===== src/rtl/switch_debounce4.sv =====
// Multi-channel switch debouncer: two-flop synchronizer, per-channel stability counter,
// optional registered RISE/FALL/CHANGED pulses enabled by SWITCH_DEBOUNCE4_EDGE_DETECT_EN.
module switch_debounce4 #(
    parameter int WIDTH    = 4,
    parameter int CNT_BITS = 16
) (
    input  logic             CLK,
    input  logic             RESETN,
    input  logic [WIDTH-1:0] I,
    output logic [WIDTH-1:0] O,
    output logic [WIDTH-1:0] RISE,
    output logic [WIDTH-1:0] FALL,
    output logic             CHANGED
);

    localparam logic [CNT_BITS-1:0] MAX = '1;

    logic [WIDTH-1:0]    sync_a;
    logic [WIDTH-1:0]    sync_b;
    logic [CNT_BITS-1:0] cnt [WIDTH];
    logic [WIDTH-1:0]    flip;

    // A channel flips only after a full run of MAX+1 mismatching synchronized cycles.
    always_comb begin
        flip = '0;
        for (int k = 0; k < WIDTH; k++) begin
            flip[k] = (sync_b[k] != O[k]) && (cnt[k] == MAX);
        end
    end

    always_ff @(posedge CLK) begin
        if (!RESETN) begin
            sync_a <= '0;
            sync_b <= '0;
            O      <= '0;
            for (int k = 0; k < WIDTH; k++) begin
                cnt[k] <= '0;
            end
        end else begin
            sync_a <= I;
            sync_b <= sync_a;
            for (int k = 0; k < WIDTH; k++) begin
                if (sync_b[k] == O[k]) begin
                    cnt[k] <= '0;
                end else if (cnt[k] == MAX) begin
                    O[k]   <= ~O[k];
                    cnt[k] <= '0;
                end else begin
                    cnt[k] <= cnt[k] + 1'b1;
                end
            end
        end
    end

`ifdef SWITCH_DEBOUNCE4_EDGE_DETECT_EN
    // Pulses are registered alongside O, so they appear in the cycle right after O changes.
    always_ff @(posedge CLK) begin
        if (!RESETN) begin
            RISE    <= '0;
            FALL    <= '0;
            CHANGED <= 1'b0;
        end else begin
            RISE    <= flip & ~O;
            FALL    <= flip & O;
            CHANGED <= |flip;
        end
    end
`else
    assign RISE    = '0;
    assign FALL    = '0;
    assign CHANGED = 1'b0;
`endif

endmodule


===== config.mk =====
export PLATFORM = sky130hd
export DESIGN_NAME = switch_debounce4
export DESIGN_NICKNAME = d
export VERILOG_FILES = /design/src/rtl/switch_debounce4.sv
export SDC_FILE = /design/constraint.sdc
export NUM_CORES = 1
export LEC_CHECK = 0
export CORE_MARGIN = 4
export CORE_UTILIZATION = 59
export DETAILED_ROUTE_END_ITERATION = 8
export PLACE_DENSITY = 0.78
export SLEW_MARGIN = 40
export SYNTH_ARGS = -nofsm -noshare
export SYNTH_HDL_FRONTEND = slang
export SYNTH_SLANG_ARGS = --single-unit

===== constraint.sdc =====
create_clock -name CLK -period 2.1 [get_ports CLK]
set_clock_uncertainty 0.15 [all_clocks]
set_input_delay 0.21 -clock CLK [delete_from_list [all_inputs] [get_ports CLK]]
set_output_delay 0.21 -clock CLK [all_outputs]
set_load 0.02 [all_outputs]

Word level (Yosys, flattened, before mapping)
Memory sizes are Yosys's and may differ from the RTL's.
Index checks and enable logic that the tools add are counted.
{ "word_totals": {"reg_bits": 12, "ramBits": 64, "input_bits": 6, "output_inout_bits": 13, "word_cells": 100, "mem_count": 1} }
{ "memory_table": {"columns": ["memory", "depth", "width", "rd", "rd_ports_with_merged_regs", "write_ports", "line", "text"], "rows": [
  ["cnt", 4, 16, 4, 0, 4, "20", "logic [CNT_BITS-1:0] cnt [WIDTH];"]
]} }
{ "op_classes": {"n_addsub": 4, "eq_ne": 8, "mux": 57, "n_bitwise": 20, "n_reduce_logical": 4} }
{ "op_table": {"columns": ["cell", "n"], "rows": [
  ["$mux 16", 12],
  ["$add 16x1->16 const B", 4],
  ["$eq 16x16->1 const B", 4],
  ["$mux 1", 45],
  ["$or 1x1->1", 12],
  ["$not 1->1", 8],
  ["$reduce_and 2->1", 4],
  ["$eq 1x1->1", 4]
]} }

Depth between registers and ports, before layout
Gate-level depths: netlist (run 1).
An unclocked memory read counts as a cell.
{ "depth": {"depth_word": 8, "depth_mapped": 7, "mapped_depth_nobuf": 5} }

Worst setup path after synthesis (run 1)
OpenSTA, ideal clock, no wires.
{ "synth_path": {"kind": "reg-to-reg", "start": "mem cnt[1][0]", "end": "mem cnt[1][8] (data pin)", "setup_ns": 0.254, "arrival_time_ns": 1.446, "required_ns": 1.696, "slack_ns": 0.250, "path_stages_with_launch": 8, "n_path_buf": 2, "synth_period_minus_slack_ns": 1.850, "path_cell_list": "edfxtp_1 > ha_1 > nand3_2 > nor4_4 > or2_1 > buf_4 > buf_6 > nor2_1"} }
{ "synth_lines": {"columns": ["item", "line"], "rows": [
  ["from (decl)", "20"]
]} }

==> impl_metrics.csv, run 1 <==
group,metric,value,unit
clocking,root_buffer,"clkbuf_8",
sta,setup_violations,0,
run,drv_cap,0,
power,p_per_area,687,mW/mm²
synthesis,ys_seq_elements,76,
synthesis,ys_dominant_reg_cell,"edfxtp_1",
power,pwr-share-comb,0.047,
power,peakVddDrop,552,µV
floorplan,die_area,0.00806,mm²
sta,drv_slew,0,
setup_path,slowest_stage,"edfxtp_1",
detailed_routing,via_per_inst,4.95,
floorplan,fp.dieH,89.8,µm
floorplan,die_x,89.8,µm
outcome,outcome,"finished, final reports clean",
sta,worst_slack,0.188,ns
setup_path,cp_top_family,"simple AND/OR/NAND/NOR gates",
setup_path,worst-path-max-fanout,9,
setup_path,cp_data_arrival_time,1.85,ns
detailed_routing,dr.pass1.iters,4,
setup_path,critical_path_class,"flop to flop",
detailed_routing,routedWlPerCell,11.9,µm
setup_path,worstPathCellList,"ha_1 -> nand3_2 -> nor4_4 -> or2_1 -> buf_4 -> nor2_1",
sta,hold_ws,0.286,ns
power,leakage,1.62,nW
layout,diodes,0,
sta,period_minus_slack,1.91,ns
place,portBuffers,9,
power,cell_internal_pwr,2.45,mW
place,gp_congestion,0.772,
sta,rsz0062_at_grt,"false",
power,p_switching,0.666,mW
synthesis,async_flop_share,0,
setup_path,crit_path_end_kind,"flop",
setup_path,path_buf_inv,1,
synthesis,ys_types,34,
layout,post-route-cell-area,0.00454,mm²
clocking,path_clk_slew,0.07,ns
synthesis,synthTopCellsByArea,"edfxtp_1, xnor2_1, nor2_1",
place,dp_hpwl,4.62,mm
setup_path,crit_path_max_incr_delay,0.39,ns
clocking,cts_hold_buf,0,
detailed_routing,ant_nets,0,
clocking,cts_buffers,9,
place,placed_area,0.00432,mm²
synthesis,synth_top_cell_by_area,"edfxtp_1",
setup_path,start_kind,"flop",
sta,period_share,0.910,
layout,syn_to_final_growth,15.0,%
detailed_routing,drt-total-wl,6.33,mm
power,swShare,0.214,
global_route,grt_usage,0.166,
synthesis,netlist.area_leader.share,0.487,
floorplan,ios,19,
global_route,grt.overflow.total,0,
global_route,antenna_found_initial,0,
power,p_clk_frac,0.389,
layout,drive_above_1_share,0.0751,
clocking,ctsResizeCount,0,
clocking,clock_path_buffers,2,
clocking,clkLatencyLatePin,0.34,ns
detailed_routing,num_vias,2624,
sta,fin_setup_tns,0,ns
synthesis,syn_inst,366,
detailed_routing,drc,0,
synthesis,syn_avg_cell_area,10.8,µm²
global_route,grt_pass1_vias,2548,
detailed_routing,drt-initial-drc-count,77,
sta,fmax,523,MHz
clocking,post_cts_buffers,0,
setup_path,critPathRequiredTime,2.04,ns
floorplan,rows,29,
clocking,cts_tree,"done",
place,pre_cts_ws,0.197,ns
floorplan,start_util,0.614,
floorplan,core,0.00642,mm²
power,power_frac_seq,0.564,
synthesis,seq_area_frac_synth,0.548,
synthesis,synthesis.area,0.00395,mm²
clocking,htree_levels,3,
synthesis,synth-edff-count,64,
sta,hold_viol,0,
global_route,grt_pass1_wl,10.9,mm
clocking,numClockSinks,76,
layout,final_nets,458,
synthesis,ys_warn_count,0,
hold_path,hold_path_class,"flop to flop",
power,fin_total_pwr,3.12,mW
global_route,grt_max_degree,20,
==> layer usage <==
layer,track usage,up-vias,routed length (µm),part of all wire
met5,0,-,0,0
met4,0.0728,0,116,0.018
met3,0.0334,10,168,0.027
met2,0.288,35,3190,0.50
met1,0.202,1228,2850,0.45
li1,-,1351,-,-
==> logic make-up (layout without fill, tap and decap cells) <==
logic type / count (synthesis) / count (layout) / share of synthesized area
other: 2 / 73 / 0.00190
adders and majority gates: 4 / 4 / 0.0127
AOI/OAI and AO/OA: 8 / 8 / 0.0120
xor gates and xnor gates: 59 / 59 / 0.131
and+or+nand+nor: 184 / 184 / 0.243
buffers and inverters: 33 / 49 / 0.0510
DFF: 76 / 76 / 0.548
==> path summary, 6_finish.rpt <==
| kind | end | start | slack, ns | cells after the start |
|---|---|---|---|---|
| setup reg to reg | cnt[1][6] | cnt[1][0] | 0.19 | 6 |
| setup / recovery | cnt[1][6] | cnt[1][0] | 0.19 | 6 |
| hold / removal | sync_b[1] | sync_a[1] | 0.29 | 1 |
| hold reg to reg | sync_b[1] | sync_a[1] | 0.29 | 1 |
==> state kept, by name (all words and copies together), names as in the netlist <==
signal / flops
sync_a: 4
cnt: 64
O: 4
sync_b: 4
==> layout make-up <==
type	count	area, µm²
flip-flops and latches	76	2160
fillers	503	1880
multi-input cells	328	1850
repair buffers	18	158
clock buffers	11	141
well taps	77	96.3
clock inverters	5	76.3
inverters	15	56.3
==> Yosys cell counts (all sizes together) (4+ instances only) <==
library cell and instances:
nand4 17, edfxtp 64, nor4 14, ha 4
dfxtp 12, nand3 23, buf 17, nand2 20
xnor2 46, xor2 13, and2 9, o21ai 4
nor2 76, inv 15, nor3 14
==> placed cells by master, fill, tap and decap left out, types with 2 or more instances in the layout <==
cell type	synthesis	layout
and2_1	9	9
and3_1	3	3
and4_1	3	3
buf_4	11	9
bufinv_16	0	2
clkbuf_8	0	10
clkdlybuf4s50_1	0	9
conb_1	2	73
dfxtp_1	12	12
edfxtp_1	64	64
ha_1	4	4
inv_1	15	15
nand2_1	20	20
nand3_1	21	21
nand3_2	2	2
nand4_1	13	13
nand4_4	3	3
nor2_1	76	76
nor3_1	14	14
nor4_1	11	11
nor4_2	2	2
o21ai_0	4	4
or2_1	2	2
or3_1	2	2
xnor2_1	46	46
xor2_1	13	13
==> power by group through the flow <==
stage | clock network, mW | registers (mW) | logic [mW]
3_3_place_gp | 0 | 1.79 | 0.139
6_report | 1.21 | 1.76 | 0.146
2_1_floorplan | 0 | 1.78 | 0.133
3_5_place_dp | 0 | 1.79 | 0.141
4_1_cts | 1.24 | 1.76 | 0.142
5_1_grt | 1.32 | 1.77 | 0.168
==> metrics by stage <==
stage | cells | utilization
2_1_floorplan | 437 | -
3_3_place_gp | 514 | 0.673
3_5_place_dp | 514 | 0.673
4_1_cts | 530 | 0.707
5_1_grt | 530 | 0.707
6_report | 530 | 0.707
No activity file was read; power rests on OpenSTA's default activity.
==> run 2: changes to the inputs <==
==> constraint.sdc (replaced) <==
create_clock -name CLK -period 1.9 [get_ports CLK]
set_clock_uncertainty 0.15 [all_clocks]
set_input_delay 0.19 -clock CLK [delete_from_list [all_inputs] [get_ports CLK]]
set_output_delay 0.19 -clock CLK [all_outputs]
set_load 0.02 [all_outputs]
==> impl_metrics.csv, run 2 (synthesis results as in run 1) <==
group,metric,value,unit
sta,setup_violations,0,
power,fin_total_pwr,3.36,mW
power,peakVddDrop,423,µV
sta,period_minus_slack,1.82,ns
setup_path,cp_data_arrival_time,1.77,ns
detailed_routing,drc,0,
clocking,root_buffer,"clkbuf_8",
clocking,cts_tree,"done",
clocking,htree_levels,3,
setup_path,reg2reg_slack,0.08,ns
setup_path,critPathRequiredTime,1.85,ns
global_route,grt_usage,0.174,
layout,diodes,0,
detailed_routing,drt-initial-drc-count,79,
global_route,grt_pass1_vias,2699,
floorplan,die_area,0.00806,mm²
detailed_routing,num_vias,2667,
power,p_per_area,723,mW/mm²
layout,final_cell_mix,"nor2_1, conb_1, edfxtp_1",
power,leakage,1.67,nW
place,gp_congestion,0.783,
floorplan,ios,19,
floorplan,fp.dieH,89.8,µm
clocking,clock_path_buffers,2,
sta,fmax,548,MHz
setup_path,worst-path-max-fanout,8,
setup_path,crit_path_end_kind,"flop",
sta,hold_viol,0,
layout,post-route-cell-area,0.00464,mm²
place,placed_area,0.00442,mm²
detailed_routing,ant_nets,0,
setup_path,worstPathCellList,"ha_1 -> nand3_2 -> nor4_2 -> or2_1 -> buf_4 -> nor2_1",
hold_path,hold_path_class,"primary input to flop",
detailed_routing,dr.pass1.iters,4,
detailed_routing,via_per_inst,4.94,
floorplan,core,0.00642,mm²
place,portBuffers,9,
setup_path,start_kind,"flop",
layout,largest_reg_flops,64,
clocking,cts_hold_buf,0,
sta,period_share,0.960,
detailed_routing,drt-total-wl,6.48,mm
setup_path,slowest_stage,"edfxtp_1",
layout,largest-register,"cnt",
layout,final_nets,468,
sta,drv_slew,0,
layout,fill_cells,476,
floorplan,rows,29,
place,dp_hpwl,4.68,mm
global_route,grt_max_degree,20,
setup_path,critical_path_class,"flop to flop",
layout,final_common_cell,"nor2_1",
global_route,grt_pass1_wl,11.4,mm
global_route,antenna_found_initial,0,
clocking,path_clk_slew,0.07,ns
global_route,grt.overflow.total,0,
outcome,outcome,"finished, final reports clean",
floorplan,die_x,89.8,µm
clocking,post_cts_buffers,0,
clocking,cts_buffers,9,
clocking,ctsResizeCount,0,
layout,syn_to_final_growth,17.7,%
clocking,numClockSinks,76,
floorplan,start_util,0.614,
run,drv_cap,0,
detailed_routing,routedWlPerCell,12.0,µm
layout,drive_above_1_share,0.102,
setup_path,crit_path_max_incr_delay,0.38,ns
clocking,clkLatencyLatePin,0.34,ns
sta,rsz0062_at_grt,"true",
run 2: cell count changes in the layout (fill, tap and decap cells not counted), sizes merged:
cell      previous run  this run
buf                  9        19
clkbuf              11        14
clkinv               2         1
bufinv               2         1
clkinvlp             1         0
run 2: path summary, 6_finish.rpt:
kind / start / end / depth (start not counted)
min: I[3] / sync_a[3] / 2
max: cnt[3][1] / cnt[3][2] / 6
max reg2reg: cnt[3][1] / cnt[3][2] / 6
min reg2reg: sync_a[0] / sync_b[0] / 1
run 2: layout make-up:
| class | count | area (µm²) | share of cell area |
|---|---|---|---|
| inverters | 15 | 56.3 | 0.0121 |
| well taps | 77 | 96.3 | 0.0207 |
| clock inverters | 2 | 35.0 | 0.00755 |
| repair buffers | 28 | 258 | 0.0555 |
| multi-input cells | 328 | 1870 | 0.403 |
| clock buffers | 14 | 163 | 0.0350 |
| flip-flops and latches | 76 | 2160 | 0.466 |
run 2: stage by stage:
stage          worst slack [ns]  std cells  utilization  setup TNS, ns  hold WS, ns
2_1_floorplan            0.0498        437            -              0        0.167
6_report                 0.0755        540        0.723              0        0.273
3_3_place_gp             0.0983        524        0.688              0        0.266
5_1_grt                 -0.0317        540        0.723         -0.211        0.257
3_5_place_dp             0.0528        524        0.688              0        0.271
4_1_cts                  0.0378        540        0.719              0        0.254
run 2: layer usage:
layer / up-vias / routed length [µm] / GRT usage
met5: - / 0 / 0
met1: 1246 / 2870 / 0.208
li1: 1372 / - / -
met4: 0 / 174 / 0.101
met3: 14 / 172 / 0.0284
met2: 35 / 3260 / 0.297
run 2: report_power, final:
part | switching (mW) | internal (mW) | total [mW]
registers | 0.0688 | 1.87 | 1.94
logic | 0.100 | 0.0765 | 0.177
clock network | 0.560 | 0.679 | 1.24
run 2: critical path, delay by kind of cell, from the launching register on:
kind | cells | cell delay (ns)
flops | 1 | 0.38
buf+inv | 1 | 0.16
fa+ha+maj | 1 | 0.22
simple gates | 4 | 0.68
==> run 3: changes to the inputs <==
--- a/config.mk
+++ b/config.mk
@@ -8,6 +8,7 @@
 export CORE_MARGIN = 4
 export CORE_UTILIZATION = 59
 export DETAILED_ROUTE_END_ITERATION = 8
+export HOLD_SLACK_MARGIN = 0.1
 export PLACE_DENSITY = 0.78
 export SLEW_MARGIN = 40
 export SYNTH_ARGS = -nofsm -noshare
==> results of run 3 <==
Same layout as run 2: the final DEF is identical, and so are final timing and power.
